<file path="src/rtl/gates_sweep_pkg.sv">
// Shared types and constants for the gate-test sweeper: FSM states, sizes and dut_out bit map.
// Optional first-failure capture is enabled by defining GATES_SWEEP_FIRST_FAIL_EN.
package gates_sweep_pkg;

  typedef enum logic [1:0] {IDLE, WAIT, CHECK, DONE} state_t;

  localparam int NUM_OUTS = 22;
  localparam int NUM_VECS = 16;

  localparam int IDX_NOT  = 0;
  localparam int IDX_NOT2 = 1;
  localparam int IDX_BUF  = 2;
  localparam int IDX_BUF2 = 3;

  // Base index of each six-gate group, and gate offsets within a group
  localparam int IDX_G1 = 4;
  localparam int IDX_G3 = 10;
  localparam int IDX_G4 = 16;

  localparam int OFS_AND  = 0;
  localparam int OFS_OR   = 1;
  localparam int OFS_XOR  = 2;
  localparam int OFS_NAND = 3;
  localparam int OFS_NOR  = 4;
  localparam int OFS_XNOR = 5;

  function automatic logic [7:0] sat_inc(input logic [7:0] v);
    return (v == 8'hFF) ? v : v + 8'd1;
  endfunction

endpackage

</file>
<file path="src/rtl/gates_sweep_if.sv">
// Stimulus/observation bus between the sweeper (master) and its environment (slave).
interface gates_sweep_if #(
  parameter int SIZE = 1
);
  import gates_sweep_pkg::*;

  logic                start;
  logic [SIZE-1:0]     src1;
  logic [SIZE-1:0]     src2;
  logic [SIZE-1:0]     src3;
  logic [SIZE-1:0]     src4;
  logic [NUM_OUTS-1:0] dut_out;
  logic                busy;
  logic                done;
  logic                pass;
  logic [7:0]          err_count;
  logic [3:0]          first_fail_vec;
  logic [NUM_OUTS-1:0] first_fail_mask;

  modport master (
    input  start, dut_out,
    output src1, src2, src3, src4, busy, done, pass, err_count,
           first_fail_vec, first_fail_mask
  );

  modport slave (
    output start, dut_out,
    input  src1, src2, src3, src4, busy, done, pass, err_count,
           first_fail_vec, first_fail_mask
  );

endinterface

</file>
<file path="src/rtl/gates_sweep_model.sv">
// Combinational golden model: expected gate-unit outputs for a 4-bit stimulus vector.
module gates_sweep_model
  import gates_sweep_pkg::*;
(
  input  logic [3:0]          vec,
  output logic [NUM_OUTS-1:0] expected
);

  // Packs one gate group in OFS_AND..OFS_XNOR order from its and/or/xor reductions
  function automatic logic [5:0] gate_group(input logic a, input logic o, input logic x);
    return {~x, ~o, ~a, x, o, a};
  endfunction

  always_comb begin
    expected                = '0;
    expected[IDX_NOT]       = ~vec[0];
    expected[IDX_NOT2]      = ~vec[0];
    expected[IDX_BUF]       = vec[0];
    expected[IDX_BUF2]      = vec[0];
    expected[IDX_G1 +: 6]   = gate_group(vec[0], vec[0], vec[0]);
    expected[IDX_G3 +: 6]   = gate_group(&vec[2:0], |vec[2:0], ^vec[2:0]);
    expected[IDX_G4 +: 6]   = gate_group(&vec[3:0], |vec[3:0], ^vec[3:0]);
  end

endmodule

</file>
<file path="src/rtl/gates_sweep.sv">
// Sweeps all 16 input vectors through an external gate-test unit and counts mismatching vectors.
// Define GATES_SWEEP_FIRST_FAIL_EN to capture the index and mask of the first failing vector.
module gates_sweep
  import gates_sweep_pkg::*;
#(
  parameter int SIZE   = 1,
  parameter int SETTLE = 1
) (
  input logic           clk,
  input logic           reset,
  gates_sweep_if.master bus
);

  localparam logic [3:0] SETTLE_LAST = 4'(SETTLE - 1);
  localparam logic [3:0] LAST_VEC    = 4'(NUM_VECS - 1);

  state_t              state;
  logic [3:0]          vec;
  logic [3:0]          wait_cnt;
  logic                busy_q;
  logic                done_q;
  logic                pass_q;
  logic [7:0]          err_count_q;
  logic [NUM_OUTS-1:0] expected;
  logic [NUM_OUTS-1:0] diff;
  logic                mismatch;
  logic                start_ok;

  gates_sweep_model u_model (
    .vec      (vec),
    .expected (expected)
  );

  assign diff     = bus.dut_out ^ expected;
  assign mismatch = |diff;
  assign start_ok = bus.start && (state == IDLE || state == DONE);

  // The vector register directly drives the stimulus, so srcs hold their last value in DONE
  always_ff @(posedge clk) begin
    if (reset) begin
      state       <= IDLE;
      vec         <= '0;
      wait_cnt    <= '0;
      busy_q      <= 1'b0;
      done_q      <= 1'b0;
      pass_q      <= 1'b0;
      err_count_q <= '0;
    end else begin
      unique case (state)
        IDLE, DONE: begin
          if (bus.start) begin
            state       <= WAIT;
            vec         <= '0;
            wait_cnt    <= '0;
            err_count_q <= '0;
            busy_q      <= 1'b1;
            done_q      <= 1'b0;
            pass_q      <= 1'b0;
          end
        end
        WAIT: begin
          if (wait_cnt == SETTLE_LAST) state <= CHECK;
          else wait_cnt <= wait_cnt + 4'd1;
        end
        CHECK: begin
          if (mismatch) err_count_q <= sat_inc(err_count_q);
          wait_cnt <= '0;
          if (vec == LAST_VEC) begin
            state  <= DONE;
            busy_q <= 1'b0;
            done_q <= 1'b1;
            pass_q <= (err_count_q == 8'd0) && !mismatch;
          end else begin
            vec   <= vec + 4'd1;
            state <= WAIT;
          end
        end
        default: state <= IDLE;
      endcase
    end
  end

  assign bus.src1      = {SIZE{vec[0]}};
  assign bus.src2      = {SIZE{vec[1]}};
  assign bus.src3      = {SIZE{vec[2]}};
  assign bus.src4      = {SIZE{vec[3]}};
  assign bus.busy      = busy_q;
  assign bus.done      = done_q;
  assign bus.pass      = pass_q;
  assign bus.err_count = err_count_q;

`ifdef GATES_SWEEP_FIRST_FAIL_EN
  logic [3:0]          ff_vec;
  logic [NUM_OUTS-1:0] ff_mask;

  // A zero error count means no vector of this sweep has failed yet
  always_ff @(posedge clk) begin
    if (reset) begin
      ff_vec  <= '0;
      ff_mask <= '0;
    end else if (start_ok) begin
      ff_vec  <= '0;
      ff_mask <= '0;
    end else if (state == CHECK && mismatch && err_count_q == 8'd0) begin
      ff_vec  <= vec;
      ff_mask <= diff;
    end
  end

  assign bus.first_fail_vec  = ff_vec;
  assign bus.first_fail_mask = ff_mask;
`else
  assign bus.first_fail_vec  = '0;
  assign bus.first_fail_mask = '0;
`endif

endmodule

</file>
<file path="src/flat_wrapper.sv">
// flat-port wrapper written by rule: the top's interface ports become plain ports
module gates_sweep_flat import gates_sweep_pkg::*;
#(
  parameter int SIZE   = 1,
  parameter int SETTLE = 1
)
  (clk, reset, bus_start, bus_dut_out, bus_src1, bus_src2, bus_src3, bus_src4, bus_busy, bus_done, bus_pass, bus_err_count, bus_first_fail_vec, bus_first_fail_mask);
  gates_sweep_if #(.SIZE(SIZE)) bus_i ();
  input logic clk;
  input logic reset;
  input wire logic [$bits(bus_i.start)-1:0] bus_start;
  input wire logic [$bits(bus_i.dut_out)-1:0] bus_dut_out;
  output wire logic [$bits(bus_i.src1)-1:0] bus_src1;
  output wire logic [$bits(bus_i.src2)-1:0] bus_src2;
  output wire logic [$bits(bus_i.src3)-1:0] bus_src3;
  output wire logic [$bits(bus_i.src4)-1:0] bus_src4;
  output wire logic [$bits(bus_i.busy)-1:0] bus_busy;
  output wire logic [$bits(bus_i.done)-1:0] bus_done;
  output wire logic [$bits(bus_i.pass)-1:0] bus_pass;
  output wire logic [$bits(bus_i.err_count)-1:0] bus_err_count;
  output wire logic [$bits(bus_i.first_fail_vec)-1:0] bus_first_fail_vec;
  output wire logic [$bits(bus_i.first_fail_mask)-1:0] bus_first_fail_mask;
  assign bus_i.start = bus_start;
  assign bus_i.dut_out = bus_dut_out;
  assign bus_src1 = bus_i.src1;
  assign bus_src2 = bus_i.src2;
  assign bus_src3 = bus_i.src3;
  assign bus_src4 = bus_i.src4;
  assign bus_busy = bus_i.busy;
  assign bus_done = bus_i.done;
  assign bus_pass = bus_i.pass;
  assign bus_err_count = bus_i.err_count;
  assign bus_first_fail_vec = bus_i.first_fail_vec;
  assign bus_first_fail_mask = bus_i.first_fail_mask;
  gates_sweep #(.SIZE(SIZE), .SETTLE(SETTLE)) u_core (.clk(clk), .reset(reset), .bus(bus_i));
endmodule
</file>
<file path="config.mk">
export PLATFORM = sky130hd
export DESIGN_NAME = gates_sweep_flat
export DESIGN_NICKNAME = d
export VERILOG_FILES = /design/src/rtl/gates_sweep_pkg.sv /design/src/rtl/gates_sweep_if.sv /design/src/rtl/gates_sweep_model.sv /design/src/rtl/gates_sweep.sv /design/src/flat_wrapper.sv
export SDC_FILE = /design/constraint.sdc
export NUM_CORES = 1
export LEC_CHECK = 0
export CAP_MARGIN = 20
export CORE_MARGIN = 5
export CORE_UTILIZATION = 44
export CTS_CLUSTER_SIZE = 16
export DETAILED_ROUTE_END_ITERATION = 10
export PLACE_DENSITY = 0.81
export SETUP_SLACK_MARGIN = 0.2
export SYNTH_ARGS = -nofsm -noshare
export SYNTH_HDL_FRONTEND = slang
export SYNTH_SLANG_ARGS = --single-unit
</file>
<file path="constraint.sdc">
create_clock -name clk -period 2.5 [get_ports clk]
set_input_delay 0.625 -clock clk [delete_from_list [all_inputs] [get_ports clk]]
set_output_delay 0.625 -clock clk [all_outputs]
set_load 0.02 [all_outputs]
</file>
* Word level (Yosys, flattened, before mapping) *
Index checks and enable logic that the tools add are counted.
Widths: inputs -> output; s select.

storage, ports and cells
  output and inout port bits = 41
  logic and storage cells = 70
  bits in registers = 21

operators by class
  equality and inequality tests = 12
  multiplexer cells = 21
  reduce and logical (&&, ||, !) cells = 19
  bitwise operators = 8
  $add $sub $neg = 3

operators by type and width
  kind                 number
  $mux 8               3
  $reduce_or 22->1     1
  $xor 22x22->22       1
  $pmux 8 s2           1
  $mux 4               3
  $pmux 4 s3           1
  $reduce_and 3->1     3
  $add 4x1->4 const B  2
  $add 8x1->8 const B  1
  $eq 8x8->1 const B   1
  $logic_not 8->1      1
  $ne 2x2->1 const B   4
  $pmux 4 s2           1
  $reduce_and 4->1     2
  $not 1->1            7
  $mux 2               3
  $ne 2x1->1 const B   3
  $pmux 1 s2           3
  $pmux 2 s3           1
  $mux 1               5
  $eq 2x2->1 const B   2
  $eq 4x4->1 const B   1
  $logic_not 4->1      1
  $reduce_and 2->1     2
  other kinds (10)     10

* Logic depth before layout (Yosys ltp) *
Gate-level depths: netlist (run 1).

  word-level depth = 8
  mapped depth = 8
  mapped depth without buffers = 8

* By module *
A second synthesis (run 1) with hierarchy kept.

unflattened totals
  cell total of the unflattened synthesis = 244
  area total of the unflattened synthesis = 1,955.6 sq um

by module, submodules not included
  module             cells an instance  instances  area each (sq um)
  gates_sweep        214                1          1,740.4
  gates_sweep_model  30                 1          215.2

* Least setup slack after synthesis (run 1) *
Ideal clock, no wire load.

  path kind = register to register
  start point = register u_core.vec[0]
  end point = register u_core.err_count_q[7] (netlist: u_core.bus.err_count[7])
  setup slack = 0.046 ns
  cell stages (with the launch flop) = 9
  clock period less this slack = 2.454 ns
  arrival = 2.324 ns
  cells stage by stage = dfxtp_1 inv_1 ha_1 xnor2_1 or3b_1 a221oi_2 nand4_1 a211oi_1 o32ai_1

on the way
  longest elaborated chain between the ends = 6
  elaborated cells between the ends (all ways) = 17
  those cells by class = 1 x eq/ne; 8 x bitwise; 8 x reduce/logical

ends and longest elaborated chain
  what                                            RTL line                 source
  start: declaration                              gates_sweep.sv:18        logic [3:0] vec;
  start signal: assignment                        gates_sweep.sv:74        vec <= vec + 4'd1;
  $reduce_and 4->1, or another cell as far along  gates_sweep_model.sv:22  expected[IDX_G4 +: 6] = gate_group(&vec[3:0], |vec[3:0], ^vec[3:0]);
  $not 1->1                                       gates_sweep_model.sv:11  return {~x, ~o, ~a, x, o, a};
  $xor 22x22->22 *                                gates_sweep.sv:34        assign diff = bus.dut_out ^ expected;
  $reduce_or 22->1 *                              gates_sweep.sv:35        assign mismatch = |diff;
  $ne 2x1->1 (no line) *                          -
  $reduce_and 4->1 (no line) *                    -
  end signal: assignment                          gates_sweep.sv:66        if (mismatch) err_count_q <= sat_inc(err_count_q);
  end: declaration                                gates_sweep.sv:23        logic [7:0] err_count_q;

Mark *: on every way between the ends. The rest lies on a longest branch, timed or not.
A chain may end at the register's enable or synchronous reset.

* Final worst setup path (run 1) *
  start point = register u_core.vec[2]
  end point = register u_core.err_count_q[5] (netlist: u_core.bus.err_count[5])

Same word-level chain as after synthesis.

==> results of run 1 <==
==> metal layers <==
metal | share of wire, % | wire length, µm
met5 | 0 | 0
met4 | 1.3 | 64
met3 | 4.9 | 231
met2 | 51 | 2410
met1 | 43 | 2050
==> sequential cells by signal (all words and copies together), names as in the netlist <==
signal / count
u_core.bus.err_count: 8
u_core.bus.pass: 1
u_core.vec: 4
u_core.bus.done: 1
u_core.wait_cnt: 4
u_core.bus.busy: 1
u_core.state: 2
==> synth_stat cells, types with 2 or more instances <==
master / n
buf_4: 26
dfxtp_1: 21
inv_1: 18
nor2_1: 17
a21oi_1: 12
ha_1: 12
nand2_1: 11
nand3_1: 8
nor2b_1: 6
nor3_1: 6
a211oi_1: 5
nand3b_1: 5
a31oi_1: 4
nand2b_1: 4
o32ai_1: 4
a22oi_1: 3
and2_1: 3
and3_1: 3
clkbuf_1: 3
mux2i_1: 3
nand4_1: 3
nor4b_1: 3
nor4bb_1: 3
o21ai_0: 3
o22ai_1: 3
xnor2_1: 3
a2111o_1: 2
nand4b_1: 2
==> per-stage QoR <==
step / total power, W / area, µm² / setup slack (ns) / std cells
floorplan: 0.000538 / 1810 / 0.238 / 239
global placement: 0.000585 / 2100 / -0.0510 / 303
detailed placement: 0.000588 / 2100 / -0.0826 / 303
CTS: 0.000822 / 2260 / 0.201 / 313
global route: 0.000884 / 2370 / 0.0576 / 319
finish: 0.000839 / 2370 / 0.198 / 319
==> cell families (layout without fill, tap and decap cells) <==
kind of cell,after synthesis,in the layout,synth area share (%)
simple gates,81,81,27.3
buf+inv,47,79,16.1
compound gates,45,45,18.8
flops,21,21,24.7
fa+ha+maj,12,12,8.83
mux,4,4,2.43
xor+xnor,3,3,1.55
other cells,1,26,0.221
==> timing repair <==
| item | in CTS | in global routing |
|---|---|---|
| resized for setup | 13 | 15 |
| pin swaps | 6 | 13 |
| setup buffers | 6 | 6 |
| hold buffers | 0 | 0 |
| setup endpoints to repair | 6 | 9 |
==> report_power, final <==
group          switching [W]  internal [W]  leakage, nW
combinational       0.000156      0.000106        0.776
sequential        0.00000639      0.000342        0.172
clock               0.000115      0.000114       0.0228
==> worst min-delay path by stage <==
| stage | slack [ns] | startpoint | cells after the start | end |
|---|---|---|---|---|
| floorplan | 0.47 | u_core.wait_cnt[2]$_SDFFE_PP0P_ | 2 | u_core.wait_cnt[2]$_SDFFE_PP0P_ |
| detailed placement | 0.45 | u_core.bus.pass$_SDFFE_PP0P_ | 2 | u_core.bus.pass$_SDFFE_PP0P_ |
| finish | 0.46 | u_core.bus.pass$_SDFFE_PP0P_ | 2 | u_core.bus.pass$_SDFFE_PP0P_ |
| global route | 0.50 | u_core.bus.pass$_SDFFE_PP0P_ | 2 | u_core.bus.pass$_SDFFE_PP0P_ |
| global placement | 0.44 | u_core.bus.pass$_SDFFE_PP0P_ | 2 | u_core.bus.pass$_SDFFE_PP0P_ |
| CTS | 0.46 | u_core.bus.pass$_SDFFE_PP0P_ | 2 | u_core.bus.pass$_SDFFE_PP0P_ |
==> critical path, cell delays in order, from the launching register on <==
cell and delay (ns):
dfxtp_2 0.37, inv_4 0.06, ha_4 0.26, xnor2_4 0.15
or3b_4 0.39, a221oi_4 0.25, buf_4 0.16, nand4_1 0.08
buf_6 0.16, a211oi_2 0.20, o32ai_2 0.10
==> layout make-up <==
class | instances | area share (%)
Multi-Input combinational cell | 171 | 51.5
Timing Repair Buffer | 57 | 23.0
Sequential cell | 21 | 18.1
Inverter | 18 | 3.06
Tap cell | 48 | 2.53
Clock buffer | 4 | 1.90
==> impl_metrics.json, run 1 <==
{
  "synth_cell_types": 46,
  "drive_gt1_share_pct": 17.3,
  "r2r_start": "u_core.vec[2]$_SDFFE_PP0P_",
  "worst-setup-path-type": "reg2reg",
  "die-width_um": 72.2,
  "portBuffers": 39,
  "die-area_um2": 5210,
  "synth_ff_type": "dfxtp_1",
  "grt_first_pass_wirelength_mm": 7.22,
  "layout.nets": 309,
  "drt_iter0_drc": 146,
  "drc": 0,
  "arrival_ns": 2.44,
  "ir_worst_vdd_mv": 0.202,
  "ys_top_cells_by_area": "dfxtp_1 25%, buf_4 11%, ha_1 8.8%",
  "skew_ns": 0.00219,
  "use_met2_pct": 27.1,
  "diodes": 0,
  "relSlewSlack_pct": 62.7,
  "start_util_pct": 45.8,
  "area_growth_pct": 39.4,
  "cp_max_fo": 7,
  "insertion_delay_ns": 0.26,
  "clk_pin_slew_ns": 0.08,
  "grt_max_degree": 12,
  "boundaryPins": 66,
  "hold_viol_final": 0,
  "maxSlewViolCount": 0,
  "ys_ff_latch": 21,
  "gp_congestion": 0.877,
  "cts_tree": "yes",
  "die_h_um": 72.2,
  "startpoint": "u_core.vec[2]$_SDFFE_PP0P_",
  "r2r_cells": 10,
  "setup_viol": 0,
  "final_core_util_pct": 63.8,
  "max-clock-path-buffers": 2,
  "leakage_nw": 0.971,
  "wl_mm": 4.76,
  "wl_per_cell_um": 14.9,
  "h-tree-depth": 1,
  "syn_area_um2": 1700,
  "startpoint_type": "register",
  "fillers": 297,
  "tightest_slew_ns": 0.557,
  "min_period_ns": 2.30,
  "viasPerCell": 5.36,
  "num_rows": 22,
  "ys_seq_area_share_pct": 24.7,
  "rrSetupSlack_ns": 0.20,
  "p_per_area_nw_per_um2": 354,
  "cap_violations": 0,
  "grt_pass1_vias": 1587,
  "clockRootBuffer": "clkbuf_8",
  "clock.fmax_mhz": 434,
  "grt_usage_pct": 16.9,
  "r2r-end": "u_core.bus.err_count[5]$_SDFFE_PP0P_",
  "min_period_over_period_pct": 92.1,
  "dp_hpwl_mm": 3.21,
  "synth_top_area_share_pct": 24.7,
  "setup_tns_ns": 0,
  "hold_path_class": "reg2reg",
  "clkSinkCount": 21,
  "yosys_warnings": 0,
  "grt_setup_unrepaired": "yes",
  "worstSetupEndpoint": "u_core.bus.err_count[5]$_SDFFE_PP0P_",
  "avgSynthCellArea_um2": 7.95,
  "synth_cells": 214,
  "postRouteAntennaNets": 0,
  "grt_busiest_layer": "met2",
  "met1_usage_pct": 23.1,
  "cp-end-kind": "register",
  "seq_area_um2": 428,
  "synth_edf_count": 0,
  "use_met3_pct": 2.91,
  "cp.required_ns": 2.64,
  "run_status": "complete, no violations",
  "grt_remaining_overflow": 0,
  "async_reset_ff_share_pct": 0,
  "first_pass_iters": 4,
  "fin_hold_ws_ns": 0.457,
  "multi_input_area_um2": 1220,
  "layout_commonest_cell": "clkdlybuf4s50_1",
  "final_cell_mix": "36 x clkdlybuf4s50_1, 26 x conb_1, 17 x nor2_1, 17 x dfxtp_1, 15 x buf_4",
  "cts_buffers": 3,
  "dr_total_vias": 1711,
  "synth_largest_area_cell": "dfxtp_1",
  "core-area_um2": 3720,
  "antenna_found_initial": 0
}
Note: power is estimated with default switching activity, not from simulation.
==> run 2, diff against run 1 <==
- PLACE_DENSITY: 0.81 -> unset
- PLACE_DENSITY_LB_ADDON: unset -> 0.05
==> run 2 against run 1 <==
Worst setup slack better by 0.050 ns; maximum frequency is 2.2% higher; wire length shrank 9.3%; sequential cell count did not move; clock skew is 0.0015 ns higher; critical path type unchanged; largest cell class unchanged; highest routed layer unchanged.
==> impl_metrics.json, run 2 (synthesized netlist as in run 1, its figures left out) <==
{
  "p_sw_share_pct": 33.5,
  "cts_buffers": 3,
  "viasPerCell": 5.23,
  "num_rows": 22,
  "h-tree-depth": 1,
  "grt_usage_pct": 15.5,
  "setup_viol": 0,
  "wl_per_cell_um": 13.8,
  "die_h_um": 72.2,
  "grt_first_pass_wirelength_mm": 6.73,
  "startpoint_type": "register",
  "clockRootBuffer": "clkbuf_8",
  "max-clock-path-buffers": 2,
  "portBuffers": 39,
  "p_per_area_nw_per_um2": 357,
  "path_cells": "inv_4, ha_4, xnor2_4, or3b_4, a221oi_4, and4_4, o21ai_4, o32ai_2",
  "clock.fmax_mhz": 444,
  "layout.nets": 303,
  "r2r_start": "u_core.vec[0]$_SDFFE_PP0P_",
  "final_cell_mix": "37 x clkdlybuf4s50_1, 26 x conb_1, 17 x nor2_1, 17 x dfxtp_1, 13 x inv_1",
  "cap_violations": 0,
  "cts_tree": "yes",
  "pre_cts_ws_ns": -0.148,
  "maxSlewViolCount": 0,
  "gp_congestion": 0.917,
  "power_w": 0.000836,
  "largest_reg_flops": 8,
  "die-area_um2": 5210,
  "grt_setup_unrepaired": "yes",
  "core-area_um2": 3720,
  "boundaryPins": 66,
  "drive_gt1_share_pct": 16.6,
  "cpPeakStageDelay_ns": 0.41,
  "drt_iter0_drc": 83,
  "insertion_delay_ns": 0.27,
  "clk_pin_slew_ns": 0.08,
  "cp_max_fo": 5,
  "wl_mm": 4.31,
  "grt_max_degree": 14,
  "layout_commonest_cell": "clkdlybuf4s50_1",
  "relSlewSlack_pct": 64.1,
  "hold_path_class": "reg2reg",
  "clkSinkCount": 21,
  "antenna_found_initial": 0,
  "ir_worst_vdd_mv": 0.209,
  "dp_hpwl_mm": 3.25,
  "cp.required_ns": 2.68,
  "leakage_nw": 0.935,
  "fin_ws_ns": 0.248,
  "p_switching_w": 0.000280,
  "start_util_pct": 45.8,
  "arrival_ns": 2.44,
  "die-width_um": 72.2,
  "seqPwrFrac_pct": 41.7,
  "grt_remaining_overflow": 0,
  "crit_slowest_cell": "or3b_4",
  "hold_viol_final": 0,
  "cp-end-kind": "register",
  "run_status": "complete, no violations",
  "dr_total_vias": 1638,
  "setup_tns_ns": 0,
  "diodes": 0,
  "min_from": "u_core.bus.pass$_SDFFE_PP0P_",
  "drc": 0,
  "min_period_ns": 2.25,
  "area_growth_pct": 37.7,
  "first_pass_iters": 5,
  "worst-setup-path-type": "reg2reg",
  "internal_power_w": 0.000556,
  "startpoint": "u_core.vec[0]$_SDFFE_PP0P_",
  "postRouteAntennaNets": 0,
  "p_comb_share_pct": 30.3,
  "grt_pass1_vias": 1476,
  "clockPowerShare_pct": 28.0,
  "skew_ns": 0.00369,
  "min_period_over_period_pct": 90.1,
  "tightest_slew_ns": 0.536,
  "cts_hold_buf": 0
}
-- run 2: power groups by stage --
stage | Combinational, W | Sequential (W) | Clock (W)
3_5_place_dp | 0.000233 | 0.000358 | 0
6_report | 0.000253 | 0.000348 | 0.000234
5_1_grt | 0.000276 | 0.000350 | 0.000259
2_1_floorplan | 0.000177 | 0.000361 | 0
4_1_cts | 0.000234 | 0.000349 | 0.000243
3_3_place_gp | 0.000233 | 0.000358 | 0
-- run 2: layout make-up --
cell class | instances | area [µm²]
Fill cell | 351 | 1370
Tap cell | 48 | 60.1
Timing Repair Buffer | 51 | 493
Inverter | 18 | 70.1
Multi-Input combinational cell | 171 | 1240
Sequential cell | 21 | 430
Clock buffer | 3 | 41.3
Clock inverter | 1 | 7.51
-- run 2: path summary, 6_finish.rpt --
kind                                                             end  slack [ns]  depth (start not counted)
worst max register to register  u_core.bus.err_count[5]$_SDFFE_PP0P_        0.25                          8
worst max-delay path            u_core.bus.err_count[5]$_SDFFE_PP0P_        0.25                          8
worst min-delay path                    u_core.bus.pass$_SDFFE_PP0P_        0.47                          2
worst min register to register          u_core.bus.pass$_SDFFE_PP0P_        0.47                          2
-- run 2: per-stage QoR --
step / util (%) / hold WS [ns] / cell area (µm²) / instances
3_5_place_dp: 56.7 / 0.458 / 2110 / 304
2_1_floorplan: - / 0.471 / 1810 / 239
4_1_cts: 58.3 / 0.472 / 2170 / 309
6_report: 63.0 / 0.467 / 2340 / 313
5_1_grt: 63.0 / 0.505 / 2340 / 313
3_3_place_gp: 56.7 / 0.447 / 2110 / 304
-- run 2: what timing repair did --
| action | in CTS | in global routing |
|---|---|---|
| setup buffers | 1 | 4 |
| endpoints found under the setup margin | 7 | 9 |
| pin swaps | 2 | 13 |
| gates resized for setup | 1 | 28 |
-- run 2: layer usage --
layer	vias up	track usage, %	wire length (µm)
met5	-	0	0
met4	0	2.51	22
met1	762	21.5	1970
li1	827	-	-
met2	45	25.6	2060
met3	4	2.77	259
-- run 2: critical path: cells and delay by family, from the launching register on --
| family | cells | cell delay (ns) |
|---|---|---|
| AOI/OAI and AO/OA | 3 | 0.62 |
| xor gates and xnor gates | 1 | 0.13 |
| adders and majority gates | 1 | 0.26 |
| buffers and inverters | 1 | 0.04 |
| DFF | 1 | 0.39 |
| and+or+nand+nor | 2 | 0.72 |
==> run 3, diff against run 2 <==
- ABC_AREA: unset -> 1
- CORE_UTILIZATION: 44 -> 45
==> run 3 against run 2 <==
Maximum frequency increased by 10%; synthesized cell count increased by 39%; worst setup slack improved by 0.21 ns; design area decreased by 4.4%; critical path depth decreased by 7; clock skew decreased by 0.0018 ns; die area increased by 5.1%; sequential power increased by 15%; area after synthesis increased by 8.4%; clock-buffer cell count unchanged; final cell count increased by 25%; critical path type is now reg2out.
==> impl_metrics.json, run 3 <==
{
  "drive_gt1_share_pct": 9.41,
  "first_pass_iters": 4,
  "dp_hpwl_mm": 3.15,
  "min_from": "u_core.bus.pass$_SDFFE_PP0P_",
  "antenna_found_initial": 0,
  "grt_usage_pct": 14.9,
  "path_cells": "clkdlybuf4s50_1",
  "dr_total_vias": 1752,
  "final_cell_mix": "73 x nand2_1, 45 x inv_1, 39 x clkdlybuf4s50_1",
  "max-clock-path-buffers": 2,
  "cts_resized": 0,
  "yosys_warnings": 0,
  "clk_pin_slew_ns": 0.08,
  "viasPerCell": 4.49,
  "ys_top_cells_by_area": "dfxtp_1 23%, nand2_1 15%, buf_4 11%",
  "wl_mm": 3.98,
  "arrival_ns": 1.42,
  "clock.fmax_mhz": 489,
  "synth_ff_type": "dfxtp_1",
  "drt_iter0_drc": 60,
  "crit_buf_inv": 1,
  "ys_top_cells_by_count": "73 x nand2_1, 45 x inv_1, 32 x nor2_1",
  "async_reset_ff_share_pct": 0,
  "num_rows": 23,
  "p_per_area_nw_per_um2": 499,
  "gp_congestion": 0.912,
  "grt_max_degree": 17,
  "crit_slowest_cell": "clkdlybuf4s50_1",
  "wl_per_cell_um": 10.2,
  "cts_tree": "yes",
  "cp_max_fo": 8,
  "fillers": 422,
  "hold_viol_final": 0,
  "drc": 0,
  "boundaryPins": 66,
  "diodes": 0,
  "ys_seq_area_share_pct": 22.8,
  "run_status": "complete, no violations",
  "area_growth_pct": 21.5,
  "ys_ff_latch": 21,
  "portBuffers": 39,
  "clockRootBuffer": "clkbuf_8",
  "synth_edf_count": 0,
  "syn_area_um2": 1840,
  "tightest_slew_ns": 0.518,
  "start_util_pct": 46.4,
  "clkSinkCount": 21,
  "setup_viol": 0,
  "cp-end-kind": "output port",
  "cts_buffers": 3,
  "insertion_delay_ns": 0.26,
  "path_delay_family": "buffers and inverters",
  "synth_cell_types": 28,
  "layout_commonest_cell": "nand2_1",
  "synth_cells": 298,
  "worst-setup-path-type": "reg2out",
  "grt_first_pass_wirelength_mm": 6.63,
  "avgSynthCellArea_um2": 6.18,
  "maxSlewViolCount": 0,
  "cpPeakStageDelay_ns": 0.67,
  "die_h_um": 74.0,
  "grt_remaining_overflow": 0,
  "grt_setup_unrepaired": "no",
  "cap_violations": 0,
  "postRouteAntennaNets": 0,
  "grt_pass1_vias": 1559,
  "synth_largest_area_cell": "dfxtp_1",
  "layout.cells.non_filler": 390,
  "post_cts.repair.setup_buffers": 0,
  "relSlewSlack_pct": 65.2,
  "leakage_nw": 1.09,
  "startpoint_type": "register",
  "cp.required_ns": 1.88,
  "startpoint": "u_core.vec[2]$_SDFFE_PP0P_",
  "min_period_over_period_pct": 81.9,
  "skew_ns": 0.00187,
  "synth_top_area_share_pct": 22.8,
  "h-tree-depth": 1,
  "r2r_start": "u_core.vec[1]$_SDFFE_PP0P_",
  "synth.most_common_cell": "nand2_1",
  "die-area_um2": 5480,
  "layout.nets": 378,
  "hold_path_class": "reg2reg",
  "ir_worst_vdd_mv": 0.305,
  "core-area_um2": 3970,
  "cts_hold_buf": 0,
  "place_inst": 386,
  "setup_tns_ns": 0,
  "die-width_um": 74.0,
  "min_period_ns": 2.05,
  "largest_reg_flops": 8
}
run 3: cell count changes in the layout (fill, tap and decap cells not counted), moves of 4 or more:
cell      change
nand2b_1      -4
buf_4         -6
nand3_1      +16
a21oi_2       +8
dfxtp_1       +4
o21ai_0       +4
inv_1        +32
nor2_1       +15
nor2b_1       -6
nor2_2        +6
nand2_1      +62
nand3b_1      -4
run 3: where the power goes:
group	total, W	internal [W]	switching (W)
Clock	0.000225	0.000111	0.000114
Sequential	0.000401	0.000367	0.0000340
Combinational	0.000490	0.000195	0.000295
run 3: metrics by stage:
stage / utilization [%] / power, W / worst slack [ns] / area (µm²) / hold slack [ns]
finish: 56.4 / 0.00112 / 0.453 / 2240 / 0.470
global placement: 55.2 / 0.000898 / 0.351 / 2190 / 0.452
detailed placement: 55.2 / 0.000899 / 0.321 / 2190 / 0.463
CTS: 56.4 / 0.00113 / 0.425 / 2240 / 0.476
global route: 56.4 / 0.00120 / 0.251 / 2240 / 0.500
floorplan: - / 0.000791 / 0.562 / 1940 / 0.466
run 3: worst paths after layout:
kind                                                        endpoint  slack, ns  depth (start not counted)
worst max register to register  u_core.bus.err_count[4]$_SDFFE_PP0P_       0.52                         14
worst min-delay path                    u_core.bus.pass$_SDFFE_PP0P_       0.47                          2
worst min register to register          u_core.bus.pass$_SDFFE_PP0P_       0.47                          2
worst max-delay path                                        bus_src3       0.45                          1
run 3: metal layers:
metal	track usage (%)	part of all wire (%)	vias to the layer above
li1	-	-	955
met1	20.7	48	746
met2	24.5	43	49
met3	2.03	7.9	2
met4	3.62	0.38	0
met5	0	0	-
run 3: area by class of cell:
cell class | count | area, µm² | area share (%)
Inverter | 52 | 195 | 8.72
Multi-Input combinational cell | 220 | 1090 | 48.9
Tap cell | 50 | 62.6 | 2.79
Clock buffer | 3 | 41.3 | 1.84
Sequential cell | 21 | 420 | 18.8
Timing Repair Buffer | 43 | 420 | 18.8
Clock inverter | 1 | 5.00 | 0.224
run 3: logic make-up (layout without fill, tap and decap cells):
group,Yosys count,in the layout,share of synthesized area (%)
other cells,1,26,0.203
simple gates,148,148,34.6
flops,21,21,22.8
xor+xnor,1,1,0.475
compound gates,33,33,10.9
buf+inv,82,99,22.9
fa+ha+maj,12,12,8.15
